==> src/rtl/sdram_pkg.sv <==
// ============================================================================
// Module  : sdram_pkg
// Brief   : Shared SDRAM command encodings and arbiter state encoding.
// Rev     : 1.0 - initial release
// ============================================================================
`default_nettype none

package sdram_pkg;

    // {cs_n, ras_n, cas_n, we_n}
    localparam logic [3:0] CMD_NOP  = 4'b0111;
    localparam logic [3:0] CMD_PRE  = 4'b0010;
    localparam logic [3:0] CMD_AREF = 4'b0001;
    localparam logic [3:0] CMD_ACT  = 4'b0011;
    localparam logic [3:0] CMD_WR   = 4'b0100;
    localparam logic [3:0] CMD_RD   = 4'b0101;

    typedef enum logic [2:0] {
        S_INIT  = 3'd0,
        S_ARBIT = 3'd1,
        S_AREF  = 3'd2,
        S_WRITE = 3'd3,
        S_READ  = 3'd4
    } state_t;

endpackage

`default_nettype wire

==> src/rtl/sdram_arbit.sv <==
// ============================================================================
// Module  : sdram_arbit
// Brief   : SDRAM command-bus arbiter between init, refresh, write and read.
//           Optional macro SDRAM_ARBIT_RR_EN enables write/read round-robin.
// Rev     : 1.0 - initial release
// ============================================================================
`default_nettype none

module sdram_arbit
    import sdram_pkg::*;
#(
    parameter int ADDR_W = 12,
    parameter int BA_W   = 2
) (
    input  logic              sys_clk,
    input  logic              sys_rst_n,
    input  logic              init_end,
    input  logic [3:0]        init_cmd,
    input  logic [BA_W-1:0]   init_ba,
    input  logic [ADDR_W-1:0] init_addr,
    input  logic              refr_req,
    input  logic              refr_end,
    input  logic [3:0]        refr_cmd,
    input  logic [ADDR_W-1:0] refr_addr,
    input  logic              wr_req,
    input  logic              wr_end,
    input  logic [3:0]        wr_cmd,
    input  logic [BA_W-1:0]   wr_ba,
    input  logic [ADDR_W-1:0] wr_addr,
    input  logic              rd_req,
    input  logic              rd_end,
    input  logic [3:0]        rd_cmd,
    input  logic [BA_W-1:0]   rd_ba,
    input  logic [ADDR_W-1:0] rd_addr,
    output logic              refr_en,
    output logic              wr_en,
    output logic              rd_en,
    output logic [3:0]        sdram_cmd,
    output logic [BA_W-1:0]   sdram_ba,
    output logic [ADDR_W-1:0] sdram_addr
);

    state_t state;
    state_t state_nxt;
    logic   pick_wr;

`ifdef SDRAM_ARBIT_RR_EN
    // High when the write module was served last; reset means read went last.
    logic wr_last;

    always_ff @(posedge sys_clk) begin
        if (!sys_rst_n) begin
            wr_last <= 1'b0;
        end else if (state == S_ARBIT && state_nxt == S_WRITE) begin
            wr_last <= 1'b1;
        end else if (state == S_ARBIT && state_nxt == S_READ) begin
            wr_last <= 1'b0;
        end
    end

    assign pick_wr = wr_req && (!rd_req || !wr_last);
`else
    assign pick_wr = wr_req;
`endif

    always_ff @(posedge sys_clk) begin
        if (!sys_rst_n) begin
            state <= S_INIT;
        end else begin
            state <= state_nxt;
        end
    end

    always_comb begin
        state_nxt = state;
        case (state)
            S_INIT:  if (init_end) state_nxt = S_ARBIT;
            S_ARBIT: begin
                if (refr_req)     state_nxt = S_AREF;
                else if (pick_wr) state_nxt = S_WRITE;
                else if (rd_req)  state_nxt = S_READ;
            end
            S_AREF:  if (refr_end) state_nxt = S_ARBIT;
            S_WRITE: if (wr_end)   state_nxt = S_ARBIT;
            S_READ:  if (rd_end)   state_nxt = S_ARBIT;
            default: state_nxt = S_INIT;
        endcase
    end

    assign refr_en = (state == S_AREF);
    assign wr_en   = (state == S_WRITE);
    assign rd_en   = (state == S_READ);

    always_comb begin
        sdram_cmd  = CMD_NOP;
        sdram_ba   = '0;
        sdram_addr = '0;
        case (state)
            S_INIT: begin
                sdram_cmd  = init_cmd;
                sdram_ba   = init_ba;
                sdram_addr = init_addr;
            end
            S_AREF: begin
                sdram_cmd  = refr_cmd;
                sdram_addr = refr_addr;
            end
            S_WRITE: begin
                sdram_cmd  = wr_cmd;
                sdram_ba   = wr_ba;
                sdram_addr = wr_addr;
            end
            S_READ: begin
                sdram_cmd  = rd_cmd;
                sdram_ba   = rd_ba;
                sdram_addr = rd_addr;
            end
            default: begin
                sdram_cmd  = CMD_NOP;
                sdram_ba   = '0;
                sdram_addr = '0;
            end
        endcase
    end

endmodule

`default_nettype wire

==> config.mk <==
export PLATFORM = sky130hd
export DESIGN_NAME = sdram_arbit
export DESIGN_NICKNAME = d
export VERILOG_FILES = /design/src/rtl/sdram_pkg.sv /design/src/rtl/sdram_arbit.sv
export SDC_FILE = /design/constraint.sdc
export NUM_CORES = 1
export LEC_CHECK = 0
export CORE_AREA = 10 10 64 71
export CTS_CLUSTER_SIZE = 20
export DETAILED_ROUTE_END_ITERATION = 8
export DIE_AREA = 0 0 74 81
export HOLD_SLACK_MARGIN = 0.1
export PLACE_DENSITY_LB_ADDON = 0.2
export SLEW_MARGIN = 0
export SYNTH_ARGS = -nofsm -noshare
export SYNTH_HDL_FRONTEND = slang
export SYNTH_SLANG_ARGS = --single-unit
==> constraint.sdc <==
create_clock -name sys_clk -period 1.7 [get_ports sys_clk]
set_input_delay 0.34 -clock sys_clk [delete_from_list [all_inputs] [get_ports sys_clk]]
set_output_delay 0.34 -clock sys_clk [all_outputs]
set_load 0.1 [all_outputs]
-- Word-level counts from Yosys, hierarchy flattened
Index checks and enable logic that the tools add are counted.
- register bits after elaboration: 3
- input port bits: 79
- output and inout bits: 21
- mux-type cells: 11
- eq/ne operators: 9
- reduce and logical (&&, ||, !) cells: 2
- operators by type and width (cell ; number):
    $pmux W12 S4 ; 1
    $mux W3 ; 7
    $pmux W4 S4 ; 1
    $pmux W3 S5 ; 1
    $ne A2 B2 Y1 const B ; 4
    $eq A3 B2 Y1 const B ; 2
    $pmux W2 S3 ; 1
    $reduce_and A5 Y1 ; 1
    $ne A4 B4 Y1 const B ; 1
    $eq A3 B1 Y1 const B ; 1
    $eq A3 B3 Y1 const B ; 1
    $logic_not A3 Y1 ; 1

-- Depth between registers and ports, before layout
Gate-level depths: netlist of the first run.
- depth in word-level cells: 4
- mapped depth: 6

-- Worst setup path before layout of the first run
No wires, ideal clock.
- path type: reg-to-output
- from: register state[0]
- to: output port sdram_ba[0]
- slack: -0.982 ns
- data arrival time: 2.342 ns
- stages on the path, launching flop included: 7
- cell sequence: dfxtp_1 buf_6 and2_4 buf_6 buf_6 a22oi_1 o2bb2ai_1
- word-level cells in the longest chain between the ends: 2
- elaborated cells on any way between the ends: 4
- classes of those cells: 2 x eq/ne; 1 x mux; 1 x reduce/logical
- RTL lines (item ; line ; source):
    from (decl) ; sdram_arbit.sv:43 ; state_t state;
    from (signal assigned) ; sdram_arbit.sv:70 ; state <= state_nxt;
    $eq A3 B3 Y1 (tied with other cells) ; sdram_arbit.sv:98 ; case (state)
    $pmux W2 S3 * ; sdram_arbit.sv:98 ;
    to (decl) ; sdram_arbit.sv:39 ; output logic [BA_W-1:0] sdram_ba,
Every way passes the cells marked *; elsewhere a longest branch is shown, timed or not.

-- Worst setup path in the final report of the first run
- from: register state[1]
- to: output port sdram_addr[8]
- word-level cells in the longest chain between the ends: 2
- elaborated cells on any way between the ends: 5
- classes of those cells: 3 x eq/ne; 1 x mux; 1 x reduce/logical
- RTL lines (item ; line ; source):
    $eq A3 B3 Y1 (tied with other cells) ; sdram_arbit.sv:98 ;
    $pmux W12 S4 * ; sdram_arbit.sv:98 ;
    to (decl) ; sdram_arbit.sv:40 ; output logic [ADDR_W-1:0] sdram_addr
Marked as above.

==> summary.md, run 1 <==
| Metric | Value |
|---|---|
| R2r startpoint | `state[1]` |
| Pwr per Cell Area | `953 nW/um^2` |
| WP data arrival | `1.54 ns` |
| Min cycle time layout | `1.88 ns` |
| Hold Path Class | `flop to flop` |
| # H-tree levels | `1` |
| Largest Register | `state` |
| WP buf/inv | `4` |
| Fin cells | `244` |
| Post-synth top cells | `mux2i_1 (17), o2bb2ai_1 (15), a22o_1 (13)` |
| CP Capture Type | `primary output` |
| Cell family with most CP delay | `buffers and inverters` |
| Comb pwr share | `89.3%` |
| R2r setup slk | `0.34 ns` |
| Final Hold Vio Count | `0` |
| Synthesized instance count | `97` |
| DRT antenna net count | `0` |
| Slew Limit Headroom | `81.6%` |
| Area Growth Syn to Fin | `198%` |
| Sequential element share of the synthesized area | `7.29%` |
| CTS tree | `yes` |
| Number of max-cap violations | `0` |
| Clock-pin slew on the worst setup and hold paths | `0.04 ns` |
| Mapped Area | `823 um^2` |
| Fin crit share | `110%` |
| Async set-reset flop share out of synthesis | `0%` |
| Top post-synthesis cells by area | `mux2i_1 (21%), o2bb2ai_1 (16%), a22o_1 (14%)` |
| Switching power as a share of total power | `53.3%` |
| Hold_ws | `0.690 ns` |
| DP Cell Count | `233` |
| Total gr overflow | `0` |
| Worst path max stage delay | `0.40 ns` |
| Dominant cell type by area after synthesis | `mux2i_1` |
| Pre-CTS WS | `-0.0717 ns` |
| Max reg flops | `3` |
| Initial antenna violation count | `0` |
| Die X | `74 um` |
| Clk_skew | `0.00235 ns` |
| Num ports | `100` |
| Clk pwr share | `6.2%` |
| Post-synth top flop | `dfxtp_1` |
| Setup crit end | `sdram_addr[8]` |
| IO buf count | `99` |
| Top cell type's share of synthesized area | `20.7%` |
| Hold buffer count at cts | `0` |
| Maximum clock rate | `533 MHz` |
| P_sw | `1240 uW` |
| Layout cells sized above 1 | `36.5%` |
| Vias in the first global route | `1458` |
| Pleak | `0.000950 uW` |
| Syn_area_per_cell | `8.49 um^2` |
| Worst R2R End | `state[2]` |
| Yosys warns | `0` |
| Tot GR Track Use | `14.9%` |
| Via density | `5.19` |
| Post-synth EDFFs | `0` |
| Critical Path RT | `1.36 ns` |
| Root Buffer | `clkbuf_4` |
| DR vias | `1266` |
| Maximum VDD drop | `0.867 mV` |
| Final wirelength | `4.89 mm` |
| CORE AREA | `3220 um^2` |
| # fillers | `221` |
| CP Launch Type | `flop` |
| Seq pwr share | `4.5%` |
| Worst Setup Path Type | `flop to primary output` |
| Synth cell types | `27` |
| Drt first pass iters | `4` |
| Worst-Margin Slew | `0.274 ns` |
| Hpwl dp | `3.84 mm` |
| RSZ-0062 raised after global routing | `true` |
| Worst skew pair latency | `0.25 ns` |
| # diodes | `0` |
| Final Total Pwr | `2330 uW` |
| Synthesized net count | `176` |
| Slew Limit Fails | `0` |
| Yosys reg bits | `3` |
| Detailed router's first-iteration violation count | `46` |
| CP most frequent cell | `buf_12` |
| Count leader, synth | `mux2i_1` |
| Outcome | `complete, but fails checks` |
| DRC violations left | `0` |
| Largest net degree at the start of global routing | `18` |
| WL/cell | `20.0 um` |
| Clock sinks | `3` |
| First-pass GRT wire length | `7.13 mm` |
| Worst r2r path cells | `5` |
| CP max-delay cell | `dfxtp_4` |
| Critical path depth in cells | `7` |
| Gpl congestion | `0.838` |
| Max Fanout on Critical Path | `10` |
| Final Worst Setup Slack | `-0.177 ns` |
| Setup violators final | `19` |
| Crit. Startpoint | `state[1]` |
| Crit-path cells | `buf_12 > nor2_4 > nand2_2 > inv_4 > buf_12 > a22o_4 > buf_12` |
| Failing checks | `setup timing` |
| Top Registers | `state: 3 flops` |
| Initial Util | `25.6%` |
| CTS buffer count | `3` |
| Die area | `5990 um^2` |
| Pint | `1090 uW` |
| DIE HEIGHT | `81 um` |
| Max Root-Sink Buffers | `2` |
| Nets | `288` |
| # rows | `22` |
## stage by stage
step                      setup TNS, ns  instance area, um^2  utilization (%)
final                             -3.02                 2450             76.1
after global routing              -4.10                 2450             76.1
after CTS                         -2.74                 2360             73.3
after detailed placement         -0.387                 2250             69.7
after global placement          -0.0610                 2250             69.7
after floorplan                  -0.209                  980                -
## power by group through the flow
stage | logic, uW | clock network, uW | registers [uW]
after floorplan | 1230 | 0 | 86.1
after global placement | 1960 | 0 | 97.8
after detailed placement | 1980 | 0 | 98.6
after CTS | 2040 | 144 | 100
after global routing | 2160 | 155 | 107
final | 2080 | 144 | 105
## how the worst min path moves through the flow
stage	from	end	cells after the start
2_1_floorplan	sys_rst_n	state[1]	1
3_3_place_gp	state[2]	state[1]	2
3_5_place_dp	state[2]	state[1]	2
4_1_cts	state[2]	state[1]	2
5_1_grt	sys_rst_n	state[2]	2
6_report	state[2]	state[1]	2
## worst min-delay path: stages (launching register included)
cell	delay (ns)
dfxtp_2	0.41
nor3_1	0.08
o21a_1	0.16
## layout by cell type, fill, tap and decap left out, types with 2 or more instances in the layout
| cell type | instances |
|---|---|
| a21oi_1 | 4 |
| a22o_4 | 13 |
| a22oi_2 | 2 |
| and2_4 | 3 |
| buf_12 | 25 |
| buf_4 | 10 |
| buf_6 | 2 |
| clkbuf_16 | 2 |
| clkbuf_4 | 3 |
| clkdlybuf4s50_1 | 78 |
| dfxtp_4 | 2 |
| inv_1 | 2 |
| mux2i_1 | 17 |
| nand2b_1 | 3 |
| nor2_1 | 2 |
| nor2_4 | 2 |
| nor3_1 | 5 |
| nor4_1 | 2 |
| o22a_4 | 2 |
| o2bb2ai_1 | 12 |
| o2bb2ai_4 | 2 |
## routing by layer
layer	part of all wire, %	vias to the layer above	global-route usage, %	routed length, um
li1	-	614	-	-
met1	31	583	13.3	1530
met2	54	65	27.0	2650
met3	13	4	9.27	654
met4	1.2	0	4.48	58
met5	0	-	0	0
## what timing repair did
item | CTS | global route
setup endpoints to repair | 21 | 20
gates cloned | 1 | 2
pin swaps | 0 | 8
resized for setup | 15 | 5
setup buffers | 2 | 2
## layout make-up
class | instances | area, um^2 | area share (%)
clock buffer | 4 | 26.3 | 1.07
multi-input combinational | 81 | 867 | 35.4
tap | 36 | 45.0 | 1.84
timing repair buffer | 117 | 1430 | 58.3
inverter | 3 | 13.8 | 0.562
sequential | 3 | 68.8 | 2.81
## logic make-up (layout without fill, tap and decap cells)
group	after synthesis	count (layout)	synth area share [%]
buf+inv	14	124	12.5
compound gates	42	42	44.4
flops	3	3	7.30
simple gates	21	22	15.2
mux	17	17	20.7
(Power assumes the default switching activity.)
==> inputs of run 2 (changes only) <==
CELL_PAD_IN_SITES_DETAIL_PLACEMENT = 1   (was not set)
CELL_PAD_IN_SITES_GLOBAL_PLACEMENT = 1   (was not set)
CORE_AREA = 10 10 80 89   (was 10 10 64 71)
DIE_AREA = 0 0 90 99   (was 0 0 74 81)
==> run 2 against run 1 <==
The run still ends with setup timing left. Design area decreased by 0.87%. Global-route usage decreased by 3.8 points. Fmax increased by 1.7%. Largest power group unchanged. Register-to-register slack about the same. Sequential cell count unchanged. Clock-buffer cell count unchanged. Utilization decreased by 30 points. First-iteration DRC count increased by 2.2%. Clock skew about the same.
==> summary.md, run 2 (same netlist as run 1, synthesis figures left out) <==
| Metric | Value |
|---|---|
| Final wirelength | `5.30 mm (was 4.89 mm)` |
| DRC violations left | `0 (unchanged)` |
| Worst path max stage delay | `0.43 ns (was 0.40 ns)` |
| DRT antenna net count | `0 (unchanged)` |
| Hold buffer count at cts | `0 (unchanged)` |
| Drt first pass iters | `3 (was 4)` |
| Footprint of the multi-input gates | `837 um^2 (was 867 um^2)` |
| # fillers | `567 (was 221)` |
| Detailed router's first-iteration violation count | `47 (was 46)` |
| Hpwl dp | `4.58 mm (was 3.84 mm)` |
| Crit-path cells | `buf_12 > mux2i_2 > o2bb2ai_2 > a22o_4 > buf_12 (was buf_12 > nor2_4 > nand2_2 > inv_4 > buf_12 > a22o_4 > buf_12)` |
| # diodes | `0 (unchanged)` |
| Critical Path RT | `1.36 ns (about the same)` |
| Root Buffer | `clkbuf_8 (was clkbuf_4)` |
| Final Worst Setup Slack | `-0.145 ns (was -0.177 ns)` |
| Worst skew pair latency | `0.22 ns (was 0.25 ns)` |
| RSZ-0062 raised after global routing | `true (unchanged)` |
| # rows | `28 (was 22)` |
| Nets | `285 (was 288)` |
| Maximum clock rate | `542 MHz (was 533 MHz)` |
| Layout cells sized above 1 | `37.6% (was 36.5%)` |
| Tot GR Track Use | `11.1% (was 14.9%)` |
| CTS buffer count | `3 (unchanged)` |
| DIE HEIGHT | `99 um (was 81 um)` |
| Worst Setup Path Type | `flop to primary output (unchanged)` |
| Setup TNS | `-1.74 ns (was -3.02 ns)` |
| Num ports | `100 (unchanged)` |
| CORE AREA | `5290 um^2 (was 3220 um^2)` |
| Min cycle time layout | `1.85 ns (was 1.88 ns)` |
| Largest Register | `state (unchanged)` |
| WL/cell | `18.9 um (was 20.0 um)` |
| # H-tree levels | `1 (unchanged)` |
| Initial Util | `15.6% (was 25.6%)` |
| Setup violators final | `18 (was 19)` |
| Most common cell after layout, fill and taps aside | `clkdlybuf4s50_1 (unchanged)` |
| DP Cell Count | `275 (was 233)` |
| Dpl cell area | `2300 um^2 (was 2250 um^2)` |
| Via density | `4.50 (was 5.19)` |
| Largest net degree at the start of global routing | `16 (was 18)` |
| Max Root-Sink Buffers | `2 (unchanged)` |
| Clock sinks | `3 (unchanged)` |
| First-pass GRT wire length | `8.05 mm (was 7.13 mm)` |
| Pwr per Cell Area | `967 nW/um^2 (was 953 nW/um^2)` |
| Area Growth Syn to Fin | `195% (was 198%)` |
| Slew Limit Fails | `0 (unchanged)` |
| Fin area | `2430 um^2 (was 2450 um^2)` |
| CP Capture Type | `primary output (unchanged)` |
| CP most frequent cell | `buf_12 (unchanged)` |
| CP Launch Type | `flop (unchanged)` |
| Vias in the first global route | `1473 (was 1458)` |
| CTS tree | `yes (unchanged)` |
| Die area | `8910 um^2 (was 5990 um^2)` |
| Final Util | `45.9% (was 76.1%)` |
| Fin crit share | `109% (was 110%)` |
| Hold Path Class | `input pin to flop (was flop to flop)` |
| Clock-pin slew on the worst setup and hold paths | `0.03 ns (was 0.04 ns)` |
| Die X | `90 um (was 74 um)` |
| Slew Limit Headroom | `80.4% (was 81.6%)` |
| Failing checks | `setup timing (unchanged)` |
| Fin cells | `280 (was 244)` |
| Top Registers | `state: 3 flops (unchanged)` |
| Number of max-cap violations | `0 (unchanged)` |
| FF+latch area | `67.6 um^2 (was 68.8 um^2)` |
| Pre-CTS WS | `-0.0734 ns (was -0.0717 ns)` |
| IO buf count | `99 (unchanged)` |
| Outcome | `complete, but fails checks (unchanged)` |
| Initial antenna violation count | `0 (unchanged)` |
| Max Fanout on Critical Path | `7 (was 10)` |
| WP data arrival | `1.51 ns (was 1.54 ns)` |
| Clk_skew | `0.00211 ns (was 0.00235 ns)` |
| Total gr overflow | `0 (unchanged)` |
| CP max-delay cell | `dfxtp_4 (unchanged)` |
| Pleak | `0.000926 uW (was 0.000950 uW)` |
| Maximum VDD drop | `0.735 mV (was 0.867 mV)` |
| Commonest cells after routing, fill and taps aside | `clkdlybuf4s50_1 (78), buf_12 (23), mux2i_1 (14) (was clkdlybuf4s50_1 (78), buf_12 (25), mux2i_1 (17))` |
| Max reg flops | `3 (unchanged)` |
| Gpl congestion | `0.746 (was 0.838)` |
| Worst-Margin Slew | `0.294 ns (was 0.274 ns)` |
| DR vias | `1259 (was 1266)` |
| Final Hold Vio Count | `0 (unchanged)` |
-- run 2: cell types whose count changed in the layout (fill, tap and decap cells not counted), sizes merged --
cell,before,now
and2,3,2
clkbuf,6,4
-- run 2: path summary, 6_finish.rpt --
path / startpoint / endpoint / slack, ns / cells past startpoint
hold / removal: sys_rst_n / state[1] / 0.76 / 2
setup reg to reg: state[0] / state[2] / 0.34 / 4
hold reg to reg: state[0] / state[0] / 0.79 / 4
setup / recovery: state[1] / sdram_addr[2] / -0.15 / 5
-- run 2: area by class of cell --
type,instances,area share [%]
sequential,3,2.78
inverter,3,0.464
multi-input combinational,80,34.5
clock buffer,4,1.85
timing repair buffer,115,56.6
tap,75,3.86
-- run 2: metrics by stage --
stage	total power, uW	hold WS, ns
final	2350	0.761
after global routing	2440	0.770
after CTS	2340	0.763
after detailed placement	2100	0.789
after global placement	2080	0.790
after floorplan	1320	0.458
-- run 2: where the power goes --
part / switching, uW / internal (uW)
sequential: 23.2 / 83.2
combinational: 1160 / 871
clock: 50.6 / 160
-- run 2: repair_timing --
item / CTS / global route
endpoints found under the hold margin: 0 / 0
gates cloned: 1 / 0
resized for setup: 4 / 10
setup buffers: 0 / 0
pin swaps: 13 / 4
endpoints found under the setup margin: 19 / 18
-- run 2: critical path, delay by kind of cell (launching register included) --
kind | cells | cell delay, ns
buffers and inverters | 2 | 0.31
flip-flops | 1 | 0.43
AO/OA/AOI/OAI | 2 | 0.31
multiplexers | 1 | 0.24
-- run 2: metal layers --
layer	GRT usage [%]	wire length, um	vias up	part of all wire [%]
met5	0	0	-	0
met4	0.735	0	0	0
met3	6.68	596	0	11
met2	20.0	2750	60	52
met1	11.2	1960	594	37
li1	-	-	605	-
==> inputs of run 3 (changes only) <==
CTS_CLUSTER_SIZE = not set   (was 20)
PLACE_DENSITY = 0.81   (was not set)
PLACE_DENSITY_LB_ADDON = not set   (was 0.2)
==> run 3 against run 2 <==
Clock-buffer cell count unchanged. Critical endpoint is now sdram_addr[9]. Highest routed layer is now met4. Total power up 3.9%. The run still ends with setup timing left. Clock skew about the same.
==> summary.md, run 3 (same netlist as run 1, synthesis figures left out) <==
| Metric | Value |
|---|---|
| Max Root-Sink Buffers | `2 (unchanged)` |
| Hold buffer count at cts | `0 (unchanged)` |
| Final Hold Vio Count | `0 (unchanged)` |
| Maximum clock rate | `541 MHz (was 542 MHz)` |
| Commonest cells after routing, fill and taps aside | `clkdlybuf4s50_1 (77), buf_12 (26), mux2i_1 (15) (was clkdlybuf4s50_1 (78), buf_12 (23), mux2i_1 (14))` |
| CTS tree | `yes (unchanged)` |
| Slew Limit Fails | `0 (unchanged)` |
| WP buf/inv | `3 (was 2)` |
| Tot GR Track Use | `11.8% (was 11.1%)` |
| Pleak | `0.000984 uW (was 0.000926 uW)` |
| Number of max-cap violations | `0 (unchanged)` |
| Worst R2R End | `state[2] (unchanged)` |
| R2r setup slk | `0.31 ns (was 0.34 ns)` |
| Initial Util | `15.6% (unchanged)` |
| DR vias | `1247 (was 1259)` |
| # rows | `28 (unchanged)` |
| Final Worst Setup Slack | `-0.147 ns (was -0.145 ns)` |
| Worst Setup Path Type | `flop to primary output (unchanged)` |
| Hold EP | `state[1] (unchanged)` |
| # H-tree levels | `1 (unchanged)` |
| RSZ-0062 raised after global routing | `true (unchanged)` |
| Worst-Margin Slew | `0.330 ns (was 0.294 ns)` |
| Final Total Pwr | `2440 uW (was 2350 uW)` |
| Die X | `90 um (unchanged)` |
| Slew Limit Headroom | `77.8% (was 80.4%)` |
| Drt first pass iters | `2 (was 3)` |
| DIE HEIGHT | `99 um (unchanged)` |
| Hold Path Class | `input pin to flop (unchanged)` |
| DP Cell Count | `275 (unchanged)` |
| Nets | `289 (was 285)` |
| Dpl cell area | `2340 um^2 (was 2300 um^2)` |
| Root Buffer | `clkbuf_8 (unchanged)` |
| Final wirelength | `5.51 mm (was 5.30 mm)` |
| Top Registers | `state: 3 flops (unchanged)` |
| Pwr per Cell Area | `945 nW/um^2 (was 967 nW/um^2)` |
| Detailed router's first-iteration violation count | `19 (was 47)` |
| CP Capture Type | `primary output (unchanged)` |
| Most common cell after layout, fill and taps aside | `clkdlybuf4s50_1 (unchanged)` |
| Setup violators final | `19 (was 18)` |
| Num ports | `100 (unchanged)` |
| Clk_skew | `0.00173 ns (was 0.00211 ns)` |
| Max Fanout on Critical Path | `4 (was 7)` |
| Max reg flops | `3 (unchanged)` |
| Hpwl dp | `4.40 mm (was 4.58 mm)` |
| # fillers | `553 (was 567)` |
| Clock-pin slew on the worst setup and hold paths | `0.03 ns (about the same)` |
| IO buf count | `99 (unchanged)` |
| CP Launch Type | `flop (unchanged)` |
| Vias in the first global route | `1500 (was 1473)` |
| Fin crit share | `109% (about the same)` |
| Area Growth Syn to Fin | `214% (was 195%)` |
| Hold Crit Depth | `2 (unchanged)` |
| Crit-path cells | `buf_6 > buf_12 > mux2i_4 > o2bb2ai_2 > a22o_4 > buf_12 (was buf_12 > mux2i_2 > o2bb2ai_2 > a22o_4 > buf_12)` |
| Worst skew pair latency | `0.22 ns (about the same)` |
| Clock sinks | `3 (unchanged)` |
| Largest net degree at the start of global routing | `18 (was 16)` |
| R2r startpoint | `state[0] (unchanged)` |
| Fin area | `2580 um^2 (was 2430 um^2)` |
| Failing checks | `setup timing (unchanged)` |
| Min cycle time layout | `1.85 ns (about the same)` |
| Via density | `4.39 (was 4.50)` |
| Hold_ws | `0.740 ns (was 0.761 ns)` |
| DRT antenna net count | `0 (unchanged)` |
| CP most frequent cell | `buf_12 (unchanged)` |
| CORE AREA | `5290 um^2 (unchanged)` |
| Crit. Startpoint | `state[1] (unchanged)` |
| Fin cells | `284 (was 280)` |
| WP data arrival | `1.51 ns (about the same)` |
| Layout cells sized above 1 | `38.8% (was 37.6%)` |
| # diodes | `0 (unchanged)` |
| Largest Register | `state (unchanged)` |
| Setup TNS | `-2.10 ns (was -1.74 ns)` |
| CTS buffer count | `3 (unchanged)` |
| Gpl congestion | `0.759 (was 0.746)` |
| Hold Crit Start | `sys_rst_n (unchanged)` |
| Worst path max stage delay | `0.36 ns (was 0.43 ns)` |
| Cell family with most CP delay | `buffers and inverters (was flip-flops)` |
| DRC violations left | `0 (unchanged)` |
| Total gr overflow | `0 (unchanged)` |
| First-pass GRT wire length | `8.45 mm (was 8.05 mm)` |
| WL/cell | `19.4 um (was 18.9 um)` |
| Outcome | `complete, but fails checks (unchanged)` |
| Maximum VDD drop | `0.643 mV (was 0.735 mV)` |
| Initial antenna violation count | `0 (unchanged)` |
| Die area | `8910 um^2 (unchanged)` |
| Worst r2r path cells | `4 (unchanged)` |
| Critical Path RT | `1.36 ns (about the same)` |
| CP max-delay cell | `dfxtp_4 (unchanged)` |
[run 3: worst register-to-register path, cell delays in order (launching register included)]
cell     delay (ns)
dfxtp_4        0.40
buf_4          0.25
mux2i_1        0.12
nor2b_1        0.16
o311a_1        0.35
[run 3: where the power goes]
part | switching [uW] | total (uW) | internal, uW
combinational | 1190 | 2120 | 931
clock | 52.9 | 213 | 160
sequential | 19.8 | 103 | 83.1
total | 1270 | 2440 | 1170
[run 3: worst max path at each step]
stage                     cells after the start  slack, ns            end
after floorplan                               4       -0.1          wr_en
after global placement                        5      -0.06  sdram_addr[5]
after detailed placement                      5      -0.07  sdram_addr[9]
after CTS                                     6      -0.15  sdram_addr[9]
after global routing                          6      -0.21  sdram_addr[9]
final                                         6      -0.15  sdram_addr[9]
[run 3: repair_timing]
item | in CTS | in global routing
setup endpoints to repair | 18 | 18
setup buffers | 1 | 2
resized for setup | 21 | 7
endpoints found under the hold margin | 0 | 0
cloned | 1 | 1
pin swaps | 10 | 13
[run 3: cell type report]
type                       count  area, um^2  share of cell area (%)
timing repair buffer         118        1450                    56.0
inverter                       3        13.8                   0.533
clock buffer                   4        45.0                    1.74
sequential                     3        67.6                    2.62
tap                           75        93.8                    3.63
multi-input combinational     81         917                    35.5
[run 3: layer usage]
metal	share of wire [%]	vias to the layer above	wire length (um)	track usage, %
met5	0	-	0	0
met4	1.1	0	62	3.06
met3	5.1	6	282	3.34
met2	57	49	3130	22.7
met1	37	575	2040	12.2
li1	-	617	-	-
[run 3: per-stage QoR]
stage	utilization [%]	setup slack, ns
floorplan	-	-0.0967
global placement	44.3	-0.0622
detailed placement	44.3	-0.0748
CTS	47.4	-0.150
global route	48.8	-0.208
finish	48.8	-0.147
